**config.mk**
```make
export PLATFORM = sky130hd
export DESIGN_NAME = sprite_point_feeder
export DESIGN_NICKNAME = d
export VERILOG_FILES = /design/src/rtl/sprite_geom_pkg.sv /design/src/rtl/sprite_coord_map.sv /design/src/rtl/sprite_point_feeder.sv
export SDC_FILE = /design/constraint.sdc
export NUM_CORES = 1
export LEC_CHECK = 0
export CORE_MARGIN = 2
export CORE_UTILIZATION = 42
export DETAILED_ROUTE_END_ITERATION = 6
export HOLD_SLACK_MARGIN = 0.15
export PLACE_DENSITY = 0.72
export SLEW_MARGIN = 40
export SYNTH_ARGS = -nofsm -noshare
export SYNTH_HDL_FRONTEND = slang
export SYNTH_SLANG_ARGS = --single-unit
```
**constraint.sdc**
```tcl
create_clock -name clk -period 6.9 [get_ports clk]
set_clock_uncertainty 0.2 [all_clocks]
set_input_delay 0.69 -clock clk [delete_from_list [all_inputs] [get_ports clk]]
set_output_delay 0.69 -clock clk [all_outputs]
set_load 0.05 [all_outputs]
```
**src/rtl/sprite_geom_pkg.sv**
```systemverilog
// rtl/sprite_geom_pkg.sv - sprite geometry defaults, feeder state encoding and coordinate type
package sprite_geom_pkg;

  localparam int IMG_W_DFLT   = 48;
  localparam int IMG_H_DFLT   = 48;
  localparam int CENTER_DFLT  = 23;
  localparam int COORD_W_DFLT = 12;
  localparam int FRAC_W_DFLT  = 4;

  typedef enum logic [2:0] {
    ST_IDLE  = 3'd0,
    ST_FETCH = 3'd1,
    ST_WAIT  = 3'd2,
    ST_SCAN  = 3'd3,
    ST_FLUSH = 3'd4
  } feed_state_t;

  typedef logic signed [COORD_W_DFLT-1:0] coord_t;

endpackage

```
**src/rtl/sprite_coord_map.sv**
```systemverilog
// rtl/sprite_coord_map.sv - pixel index to centred signed fixed-point coordinate (SPRITE_FEED_HALF_OFFSET_EN adds +0.5 pixel)
module sprite_coord_map #(
  parameter int IDX_W   = 6,
  parameter int CENTER  = 23,
  parameter int COORD_W = 12,
  parameter int FRAC_W  = 4
) (
  input  logic [IDX_W-1:0]   idx,
  output logic [COORD_W-1:0] coord
);

  // Working width is wide enough that the subtraction and shift never wrap
  // before the final truncation to the output width.
  localparam int FULL_W = (IDX_W + FRAC_W + 2 > COORD_W) ? (IDX_W + FRAC_W + 2) : COORD_W;
  localparam logic signed [FULL_W-1:0] CENTER_S = FULL_W'(CENTER);
`ifdef SPRITE_FEED_HALF_OFFSET_EN
  localparam logic signed [FULL_W-1:0] OFFSET_S = FULL_W'(1 << (FRAC_W - 1));
`else
  localparam logic signed [FULL_W-1:0] OFFSET_S = '0;
`endif

  logic signed [FULL_W-1:0] diff;
  logic signed [FULL_W-1:0] scaled;

  // Centre the index, scale to fixed point, apply optional pixel-centre offset.
  always_comb begin
    diff   = $signed({{(FULL_W-IDX_W){1'b0}}, idx}) - CENTER_S;
    scaled = (diff <<< FRAC_W) + OFFSET_S;
    coord  = scaled[COORD_W-1:0];
  end

endmodule

```
**src/rtl/sprite_point_feeder.sv**
```systemverilog
// rtl/sprite_point_feeder.sv - scans a one-bit sprite bitmap and streams set pixels as centred (x, y) points; option SPRITE_FEED_HALF_OFFSET_EN
module sprite_point_feeder
  import sprite_geom_pkg::*;
#(
  parameter int IMG_W   = IMG_W_DFLT,
  parameter int IMG_H   = IMG_H_DFLT,
  parameter int CENTER  = CENTER_DFLT,
  parameter int COORD_W = COORD_W_DFLT,
  parameter int FRAC_W  = FRAC_W_DFLT
) (
  input  logic                                 clk,
  input  logic                                 reset,
  input  logic                                 start,
  output logic                                 busy,
  output logic                                 done,
  output logic [$clog2(IMG_H)-1:0]             row_addr,
  output logic                                 row_rd,
  input  logic [IMG_W-1:0]                     row_data,
  output logic                                 pt_valid,
  input  logic                                 pt_ready,
  output logic [COORD_W-1:0]                   pt_x,
  output logic [COORD_W-1:0]                   pt_y,
  output logic [$clog2(IMG_W*IMG_H+1)-1:0]     pt_count
);

  localparam int ROW_W = $clog2(IMG_H);
  localparam int COL_W = $clog2(IMG_W);
  localparam int CNT_W = $clog2(IMG_W*IMG_H+1);
  localparam logic [ROW_W-1:0] ROW_MAX = ROW_W'(IMG_H - 1);
  localparam logic [COL_W-1:0] COL_MAX = COL_W'(IMG_W - 1);

  feed_state_t state, next_state;

  logic [ROW_W-1:0]   row;
  logic [COL_W-1:0]   col;
  logic [IMG_W-1:0]   row_buf;
  logic [COORD_W-1:0] map_x;
  logic [COORD_W-1:0] map_y;

  logic slot_free;
  logic frame_start;
  logic load;
  logic advance;
  logic done_set;

  // The output register can take a new point when empty or being drained this cycle.
  assign slot_free = !pt_valid || pt_ready;
  assign busy      = (state != ST_IDLE);
  assign row_rd    = (state == ST_FETCH);
  assign row_addr  = row;

  sprite_coord_map #(
    .IDX_W   (COL_W),
    .CENTER  (CENTER),
    .COORD_W (COORD_W),
    .FRAC_W  (FRAC_W)
  ) u_map_x (
    .idx   (col),
    .coord (map_x)
  );

  sprite_coord_map #(
    .IDX_W   (ROW_W),
    .CENTER  (CENTER),
    .COORD_W (COORD_W),
    .FRAC_W  (FRAC_W)
  ) u_map_y (
    .idx   (row),
    .coord (map_y)
  );

  // State register.
  always_ff @(posedge clk or negedge reset) begin
    if (!reset) state <= ST_IDLE;
    else        state <= next_state;
  end

  // Next-state and per-cycle control: one column per SCAN cycle, stall on a full slot.
  always_comb begin
    next_state  = state;
    frame_start = 1'b0;
    load        = 1'b0;
    advance     = 1'b0;
    done_set    = 1'b0;
    case (state)
      ST_IDLE: begin
        if (start) begin
          frame_start = 1'b1;
          next_state  = ST_FETCH;
        end
      end
      ST_FETCH: next_state = ST_WAIT;
      ST_WAIT:  next_state = ST_SCAN;
      ST_SCAN: begin
        if (row_buf[col]) begin
          if (slot_free) begin
            load    = 1'b1;
            advance = 1'b1;
          end
        end else begin
          advance = 1'b1;
        end
        if (advance && (col == COL_MAX))
          next_state = (row == ROW_MAX) ? ST_FLUSH : ST_FETCH;
      end
      ST_FLUSH: begin
        if (slot_free) begin
          done_set   = 1'b1;
          next_state = ST_IDLE;
        end
      end
      default: next_state = ST_IDLE;
    endcase
  end

  // Scan position, captured row and the registered done pulse.
  always_ff @(posedge clk or negedge reset) begin
    if (!reset) begin
      row     <= '0;
      col     <= '0;
      row_buf <= '0;
      done    <= 1'b0;
    end else begin
      done <= done_set;
      if (frame_start) begin
        row <= '0;
        col <= '0;
      end else if (state == ST_WAIT) begin
        row_buf <= row_data;
        col     <= '0;
      end else if (advance) begin
        if (col == COL_MAX) begin
          col <= '0;
          if (row != ROW_MAX) row <= row + 1'b1;
        end else begin
          col <= col + 1'b1;
        end
      end
    end
  end

  // Output slot: load a new point, or clear on acceptance; hold while stalled.
  always_ff @(posedge clk or negedge reset) begin
    if (!reset) begin
      pt_valid <= 1'b0;
      pt_x     <= '0;
      pt_y     <= '0;
    end else if (load) begin
      pt_valid <= 1'b1;
      pt_x     <= map_x;
      pt_y     <= map_y;
    end else if (pt_ready) begin
      pt_valid <= 1'b0;
    end
  end

  // Accepted-point counter, cleared only when a new frame starts.
  always_ff @(posedge clk or negedge reset) begin
    if (!reset)                    pt_count <= '0;
    else if (frame_start)          pt_count <= '0;
    else if (pt_valid && pt_ready) pt_count <= pt_count + 1'b1;
  end

endmodule

```
==> results of run 1 <==
## sequential cells by signal, indices dropped and copies added, names as in the netlist
name      flops
pt_valid      1
done          1
pt_y          7
pt_count     12
row_addr      6
state         3
row_buf      48
pt_x          7
col           6
## area by class of cell
cell class                 instances  area (µm²)  share of cell area, %
tap                              136       170.2                  3.002
clock inverter                     7       98.84                  1.744
inverter                           8       30.03                 0.5297
sequential                        91        2278                  40.19
timing repair buffer              92       919.6                  16.22
multi-input combinational        250        2048                  36.13
clock buffer                       9       123.9                  2.185
## layout by cell type (no fill, tap or decap), types with 2 or more instances in the layout
master | Yosys | final
a31oi_1 | 2 | 2
inv_6 | 0 | 3
inv_1 | 8 | 8
xor2_1 | 11 | 11
conb_1 | 1 | 8
mux2_4 | 2 | 2
nand2_1 | 21 | 21
nor2_1 | 23 | 23
nand3_1 | 13 | 13
nand2b_1 | 3 | 3
nand4_1 | 2 | 2
mux4_2 | 4 | 4
nor2b_1 | 4 | 4
xnor2_1 | 6 | 6
mux2_2 | 61 | 61
and2_1 | 2 | 2
o211ai_1 | 3 | 3
or3_1 | 3 | 3
or4_1 | 2 | 2
nor3_1 | 6 | 6
clkdlybuf4s50_1 | 0 | 88
a2bb2oi_1 | 3 | 3
nand3b_1 | 4 | 4
mux4_1 | 4 | 4
o21ai_0 | 14 | 14
mux2i_1 | 10 | 10
ha_1 | 3 | 3
buf_4 | 12 | 2
bufinv_16 | 0 | 2
dfrtp_1 | 91 | 90
clkbuf_8 | 0 | 10
and3_1 | 4 | 4
a21oi_1 | 10 | 10
## layer usage
layer / up-vias / global-route usage [%]
met4: 0 / 4.396
met3: 4 / 3.632
li1: 1468 / -
met2: 89 / 26.64
met5: - / 0
met1: 1506 / 20.93
## worst max path at each step
stage                             from                 endpoint  slack [ns]  cells after the start
finish              col[0]$_DFFE_PN0P_      pt_y[6]$_DFFE_PN0P_        3.83                      7
global route        col[1]$_DFFE_PN0P_      pt_x[5]$_DFFE_PN0P_        3.61                      7
CTS                 col[0]$_DFFE_PN0P_      pt_x[5]$_DFFE_PN0P_        3.80                      7
detailed placement               start  row_addr[3]$_DFFE_PN0P_        3.80                      6
global placement    col[0]$_DFFE_PN0P_     pt_y[10]$_DFFE_PN0P_        3.57                      7
floorplan           col[0]$_DFFE_PN0P_      pt_x[4]$_DFFE_PN0P_        4.34                     10
## critical path, stage by stage (launching register included)
cell and delay, ns:
dfrtp_2 0.74, mux4_2 0.34, mux2i_1 0.07, o211ai_1 0.33
nand2_1 0.12, and2_4 0.16, nor3_4 0.59, mux2_2 0.41
## per-stage QoR
| stage | util (%) | worst slack (ns) | power, µW |
|---|---|---|---|
| after floorplan | - | 4.342 | 1748 |
| after global placement | 52.35 | 3.570 | 1976 |
| after detailed placement | 52.40 | 3.802 | 2009 |
| after CTS | 54.65 | 3.796 | 2411 |
| after global routing | 54.67 | 3.609 | 2537 |
| final | 54.67 | 3.831 | 2378 |
## logic make-up after synthesis
kind of cell	after synthesis	share of synthesized area, %
AOI/OAI and AO/OA	45	6.806
xor gates and xnor gates	17	3.305
adders and majority gates	3	0.8334
buffers and inverters	37	4.667
DFF	91	50.56
muxes	81	22.47
other	1	0.08325
and+or+nand+nor	96	11.28
## power by group
part           switching (µW)  leakage, µW  total (µW)  internal (µW)
clock                     188     0.000111         395            207
combinational             519      0.00118        1050            528
sequential                196      0.00112         936            740
## repair_timing
action / 4_1_cts / 5_1_grt
endpoints found under the setup margin: 0 / 0
setup buffers: 0 / 0
hold endpoints to repair: 2 / 0
resized for setup: 0 / 0
hold buffers: 1 / 0
==> impl_metrics.tcl, run 1 <==
set metrics [dict create \
    die_w_um 107.6 \
    postRouteWirelength_um 8649 \
    drtIter0Drc 161 \
    synth_sequential_area_ratio_pct 50.56 \
    grt_pass1_vias 3051 \
    clockRootBuffer "clkbuf_8" \
    synth_area_leaders "dfrtp_1, mux2_2, mux4_1" \
    hold_start "row_buf[8]$_DFFE_PN0P_" \
    highest_layer "met4" \
    rsz0062_at_grt "no" \
    overflow 0 \
    place_area_um2 5434 \
    final_cells 593 \
    drv_slew 0 \
    dr.pass1.iters 4 \
    route.met3.wl_um 400 \
    syn_to_final_growth_pct 25.86 \
    fp-row-count 37 \
    initial_utilization_pct 43.44 \
    fillCellCount 923 \
    yosysWarnings 0 \
    dpl.cell_count 576 \
    reg2reg_depth 7 \
    vias 3067 \
    hp-class "reg2reg" \
    antenna_cells 0 \
    die_area_um2 11570 \
    synthFlopType "dfrtp_1" \
    syn_area_per_cell_um2 12.14 \
    antenna_found_initial 0 \
    worstReg2RegEnd "pt_y[6]$_DFFE_PN0P_" \
    htreeDepth 3 \
    holdPathEnd "row_buf[8]$_DFFE_PN0P_" \
    syn_inst 371 \
    worst_ep_required_time_ns 6.94 \
    ys_types 55 \
    yosys.area.top_type "dfrtp_1" \
    yosys-top-cells-count "dfrtp_1, mux2_2, nor2_1" \
    core_region_area_um2 10370 \
    critPathCaptureType "register" \
    track_usage_pct 15.96 \
    finalSetupTns_ns 0 \
    relSlewSlack_pct 52.55 \
    post-synth-top-count-cell "dfrtp_1" \
    r2r_start "col[0]$_DFFE_PN0P_" \
    worst_pin_slew_ns 0.7117 \
    p_per_area_nw_per_um2 419.5 \
    ioPinCount 98 \
    die_height_um 107.6 \
    path_max_fanout 20 \
    io_buffers 89 \
    synth_async_sr_flop_share_pct 100.0 \
    clock_path_buffers 2 \
    run_status "complete, no violations" \
    synth-edff-count 0 \
    fin_nets 507 \
    min_period_ns 3.069 \
    synth-seq-cells 91 \
    cts_tree "yes" \
    start_kind "register" \
    worstHoldPathCells 1 \
    hold_viol_final 0 \
    wl_met2_um 4311 \
    wl_met1_um 3864 \
    max-cap-violations 0 \
    setup_viol 0 \
    period_share_pct 44.48 \
    hold_ws_ns 0.3063 \
    synth_top_area_share_pct 50.56 \
    path_clk_slew_ns 0.09 \
    r2r_slack_ns 3.83 \
    fmax_ghz 0.3258 \
    grt_pass1_wl_um 14490 \
    drc 0 \
    arrival_ns 3.11 \
    syn_area_um2 4504 \
    wire_per_inst_um 14.59 \
    antenna_left 0 \
    gp_congestion 0.7917 \
    peakVddDrop_v 0.0001749 \
    grt_max_degree 90 \
    viasPerCell 5.172 \
    crit_type "reg2reg" \
    clk_latency_ns 0.35 \
    final_area_um2 5669 \
    drive_gt1_share_pct 21.01 \
    numCtsBuffers 9 \
    detailed_place_hpwl_um 6259 \
    p_leak_uw 0.002406 \
    clock_sinks 91 \
]
(Power assumes the default switching activity.)
==> run 2, diff against run 1 <==
==> constraint.sdc (replaced) <==
create_clock -name clk -period 3.1 [get_ports clk]
set_clock_uncertainty 0.2 [all_clocks]
set_input_delay 0.31 -clock clk [delete_from_list [all_inputs] [get_ports clk]]
set_output_delay 0.31 -clock clk [all_outputs]
set_load 0.05 [all_outputs]
==> run 2 against run 1 <==
- global-route usage up 0.79 points
- first-iteration DRC count up 6.8%
- non-clock buffer count up 5
- core utilization up 0.64 points
- critical endpoint is now row_addr[3]$_DFFE_PN0P_
==> impl_metrics.tcl, run 2 (same netlist as run 1, synthesis figures left out) <==
set metrics [dict create \
    period_share_pct 90.56 \
    clk_latency_ns 0.36 \
    fmax_ghz 0.3562 \
    dr.pass1.iters 4 \
    hold_viol_final 0 \
    arrival_ns 2.91 \
    finalSetupTns_ns 0 \
    fin_util_pct 55.31 \
    p_leak_uw 0.002444 \
    antenna_cells 0 \
    io_buffers 89 \
    clock_sinks 91 \
    postRouteWirelength_um 9241 \
    drive_gt1_share_pct 21.86 \
    clockRootBuffer "clkbuf_8" \
    regMostFlops "row_buf" \
    fp-row-count 37 \
    worst_pin_slew_ns 0.6242 \
    rsz0062_at_grt "no" \
    crit_type "reg2reg" \
    track_usage_pct 16.75 \
    vias 3120 \
    die_w_um 107.6 \
    numCtsBuffers 9 \
    htreeDepth 3 \
    max-cap-violations 0 \
    reg2reg_depth 9 \
    gp_congestion 0.8065 \
    drtIter0Drc 172 \
    path_max_fanout 13 \
    antenna_found_initial 0 \
    path_clk_slew_ns 0.09 \
    worst_ep_required_time_ns 3.20 \
    largest_reg_flops 48 \
    hp-class "reg2reg" \
    grt_pass1_vias 3190 \
    drc 0 \
    critPathCaptureType "register" \
    syn_to_final_growth_pct 27.33 \
    antenna_left 0 \
    cts_tree "yes" \
    detailed_place_hpwl_um 6668 \
    final_common_cell "dfrtp_1" \
    fillCellCount 939 \
    clock_path_buffers 2 \
    viasPerCell 5.217 \
    die_height_um 107.6 \
    grt_pass1_wl_um 15250 \
    p_per_area_nw_per_um2 955.1 \
    relSlewSlack_pct 58.38 \
    ioPinCount 98 \
    min_period_ns 2.807 \
    top_regs "row_buf (48), pt_count (12)" \
    drv_slew 0 \
    final_cells 598 \
    die_area_um2 11570 \
    start_kind "register" \
    overflow 0 \
    grt_max_degree 92 \
    initial_utilization_pct 43.44 \
    multi_input_area_um2 2048 \
    setup_viol 0 \
    worstHoldPathCells 1 \
    run_status "complete, no violations" \
    hold_ws_ns 0.3134 \
    peakVddDrop_v 0.0003431 \
    wire_per_inst_um 15.45 \
    fin_nets 512 \
    final_cell_mix "dfrtp_1, clkdlybuf4s50_1, mux2_2, nor2_1, nand2_1" \
    core_region_area_um2 10370 \
    register_area_um2 2278 \
    dpl.cell_count 580 \
]
==> run 2: cell types whose count changed in the layout (fill, tap and decap cells not counted) <==
| cell | before | now |
|---|---|---|
| buf_4 | 2 | 6 |
| buf_12 | 0 | 2 |
| clkinv_2 | 1 | 0 |
| clkinv_4 | 0 | 1 |
| clkinvlp_4 | 1 | 0 |
==> run 2: repair_timing <==
| item | 4_1_cts | 5_1_grt |
|---|---|---|
| resized for setup | 0 | 1 |
| buffers inserted | 0 | 1 |
| endpoints found under the hold margin | 91 | 0 |
| endpoints found under the setup margin | 0 | 12 |
| hold buffers | 1 | 0 |
==> run 2: layout make-up <==
type	instances	share of cell area [%]
Sequential cell	91	39.73
Inverter	8	0.5236
Timing Repair Buffer	97	17.02
Tap cell	136	2.967
Multi-Input combinational cell	250	35.71
Clock buffer	10	2.400
Clock inverter	6	1.658
==> run 2: metrics by stage <==
step | setup WS (ns) | power, µW | area [µm²]
6_report | 0.2928 | 5478 | 5736
3_5_place_dp | 0.1556 | 4528 | 5472
4_1_cts | 0.09078 | 5465 | 5714
3_3_place_gp | 0.2511 | 4453 | 5472
5_1_grt | 0.1010 | 5809 | 5736
2_1_floorplan | 0.5420 | 3890 | 4531
==> run 2: path summary, 6_finish.rpt <==
kind | slack (ns) | end | start
max | 0.29 | row_addr[3]$_DFFE_PN0P_ | col[1]$_DFFE_PN0P_
min | 0.31 | row_buf[15]$_DFFE_PN0P_ | row_buf[15]$_DFFE_PN0P_
max reg2reg | 0.29 | row_addr[3]$_DFFE_PN0P_ | col[1]$_DFFE_PN0P_
min reg2reg | 0.31 | row_buf[15]$_DFFE_PN0P_ | row_buf[15]$_DFFE_PN0P_
max in group asynchronous | 1.98 | col[1]$_DFFE_PN0P_ | reset
min in group asynchronous | 0.33 | pt_count[9]$_DFFE_PN0P_ | reset
==> run 2: critical path, stage by stage (launching register included) <==
cell and delay [ns]:
dfrtp_2 0.51, buf_4 0.18, ha_1 0.21, nand3_1 0.15, or3_1 0.44, a21oi_1 0.16, o21bai_1 0.18, or4_1 0.51
a2bb2oi_1 0.14, nand2_1 0.08
==> run 2: power breakdown <==
group          total [µW]  internal [µW]  switching [µW]  leakage [µW]
clock network         918            486             432      0.000118
logic                2520           1260            1270       0.00121
registers            2040           1650             386       0.00112
total                5480           3390            2080       0.00244
==> run 2: layer usage <==
layer	vias to the layer above	part of all wire, %	wire length [µm]	track usage [%]
li1	1485	-	-	-
met3	15	4.5	412	3.632
met2	88	48	4417	27.76
met4	0	1.9	174	6.044
met5	-	0	0	0
met1	1532	46	4236	21.63
==> run 3, diff against run 2 <==
--- a/config.mk
+++ b/config.mk
@@ -10,7 +10,7 @@
 export DETAILED_ROUTE_END_ITERATION = 6
 export HOLD_SLACK_MARGIN = 0.15
 export PLACE_DENSITY = 0.72
-export SLEW_MARGIN = 40
+export SLEW_MARGIN = 20
 export SYNTH_ARGS = -nofsm -noshare
 export SYNTH_HDL_FRONTEND = slang
 export SYNTH_SLANG_ARGS = --single-unit
==> results of run 3 <==
Same layout as run 2: the final DEF is identical, and so are final timing and power.
==> edit (settings of run 3) <==
Set the package constant `IMG_H_DFLT` to 72 (it was 48).
--- a/src/rtl/sprite_geom_pkg.sv
+++ b/src/rtl/sprite_geom_pkg.sv
@@ -2,7 +2,7 @@
 package sprite_geom_pkg;
 
   localparam int IMG_W_DFLT   = 48;
-  localparam int IMG_H_DFLT   = 48;
+  localparam int IMG_H_DFLT   = 72;
   localparam int CENTER_DFLT  = 23;
   localparam int COORD_W_DFLT = 12;
   localparam int FRAC_W_DFLT  = 4;
Ports: changed (resized row_addr); port bits go from 98 to 99. No check against the original RTL was run, so the function may have changed too.
==> edit against run 3 <==
- total power grew 4.8%
- count of clock-buffer cells in the layout did not move
- die area is 2.5% higher
- worst hold slack barely moved
- sequential cell count rose by 2
- worst setup slack better by 0.066 ns
- synthesized area is 2.6% higher
- wire length is 0.24% higher
- design area rose by 2.0%
- maximum frequency increased by 2.4%
- largest cell class unchanged
==> edit: results (changes against run 3) <==
Outcome
  – Run status: finished, final reports clean

Power
  – Leakage: 2.51 nW (+2.7%)
  – Peak VDD IR: 0.484 mV (+41%)

Setup path
  – CP arrival: 2.79 ns (-0.12 ns)
  – Reg-to-reg endpoint: pt_y[8]
  – Critical path launch point: col[0]
  – Crit Path Class: reg -> reg
  – R2r setup slk: 0.36 ns (+0.07 ns)
  – CP delay by family, top: multiplexers
  – CP max stage cell: mux4_2
  – Max FO, Critical Path: 27 (+14)
  – Register-to-Register Path Depth: 8 (-1)

Clock tree
  – Post-CTS setup buffers: 0 (unchanged)
  – CTS Buffer Depth: 2 (unchanged)
  – Worst skew pair latency: 0.36 ns (about the same)
  – Cts hold-fix bufs: 1 (unchanged)
  – CTS Buf Count: 9 (unchanged)
  – Htree depth: 3 (unchanged)

Place
  – Placed cell area: 0.00563 mm^2 (+2.9%)
  – GP Congestion: 0.799 (-0.94%)
  – Port buffer count: 90 (+1.1%)
  – DPL Wire Length: 6600 um (-0.98%)
  – Placed Cells: 600 (+3.4%)

Yosys
  – Post-synth top cells: 93 x dfrtp_1, 54 x mux2_2, 36 x mux2i_1, 32 x nand2_1, 21 x nor2_1
  – Area leader, netlist: dfrtp_1
  – Synth Area in Adders: 0.812% (-0.021 points)
  – Syn_area_per_cell: 11.9 um^2 (-1.9%)
  – Register area share after synthesis: 50.3% (-0.22 points)
  – Complex-gate fraction of the synthesized area: 5.47% (-1.3 points)
  – Synth area leaders: dfrtp_1 50%, mux2_2 13%, mux2i_1 7.8%, xor2_1 2.7%, mux2_4 2.6%
  – Synth unique cells: 47 (-15%)
  – Mux contribution to synthesized area: 24.5% (+2.0 points)
  – Post-Synth XOR/XNOR Area: 3.60% (+0.29 points)

GRT
  – Met2 usage: 26.7% (-1.1 points)
  – Met1 usage: 22.8% (+1.2 points)
  – First-pass GRT wire length: 15,600 um (+2.0%)
  – Gr usage total: 16.7% (-0.069 points)
  – Largest net degree at the start of global routing: 94 (+2.2%)
  – GR Util met3: 4.30% (+0.67 points)

Final layout
  – Antenna diodes: 0 (unchanged)
  – Largest regs: row_buf: 48 flops, pt_count: 12 flops, pt_y: 8 flops
  – Max reg flops: 48 (unchanged)
  – Layout Cells excl Fill: 617 (+3.2%)
  – Nets@finish: 527 (+2.9%)
  – Fraction of layout cells with a size suffix above 1: 19.5% (-2.4 points)

Route
  – WL final: 9260 um (+0.24%)
  – Via Count: 3,176 (+1.8%)
  – M1 WL: 4210 um (-0.61%)
  – WL met3: 524 um (+27%)
  – Met2 wire length: 4440 um (+0.52%)
  – Drt first pass iters: 6 (+2)
  – Drt initial violations: 116 (-33%)

Timing
  – Crit share post-route: 88.4% (-2.1 points)
  – Max_slew headroom: 44.5% (-14 points)
==> edit: area by class of cell <==
| class | instances | area (um^2) |
|---|---|---|
| clock inverter | 6 | 70.1 |
| inverter | 5 | 18.8 |
| sequential | 93 | 2330 |
| multi-input combinational | 265 | 2130 |
| timing repair buffer | 98 | 990 |
| fill | 940 | 4940 |
| tap | 140 | 175 |
| clock buffer | 10 | 138 |
==> edit: power by group <==
group          internal, mW  total (mW)  switching [mW]
sequential             1.71        2.08           0.373
combinational          1.38        2.82            1.44
clock                 0.402       0.839           0.437
total                  3.49        5.74            2.25
==> edit: worst min-delay path by stage <==
stage | from | to | slack [ns] | cells past startpoint
finish | pt_y[9] | pt_y[9] | 0.31 | 1
global route | pt_y[7] | pt_y[7] | 0.33 | 1
CTS | row_buf[43] | row_buf[43] | 0.32 | 1
detailed placement | reset | row_buf[32] | 0.25 | 1
global placement | row_buf[4] | row_buf[4] | 0.29 | 1
floorplan | reset | col[0] | -0.19 | 0
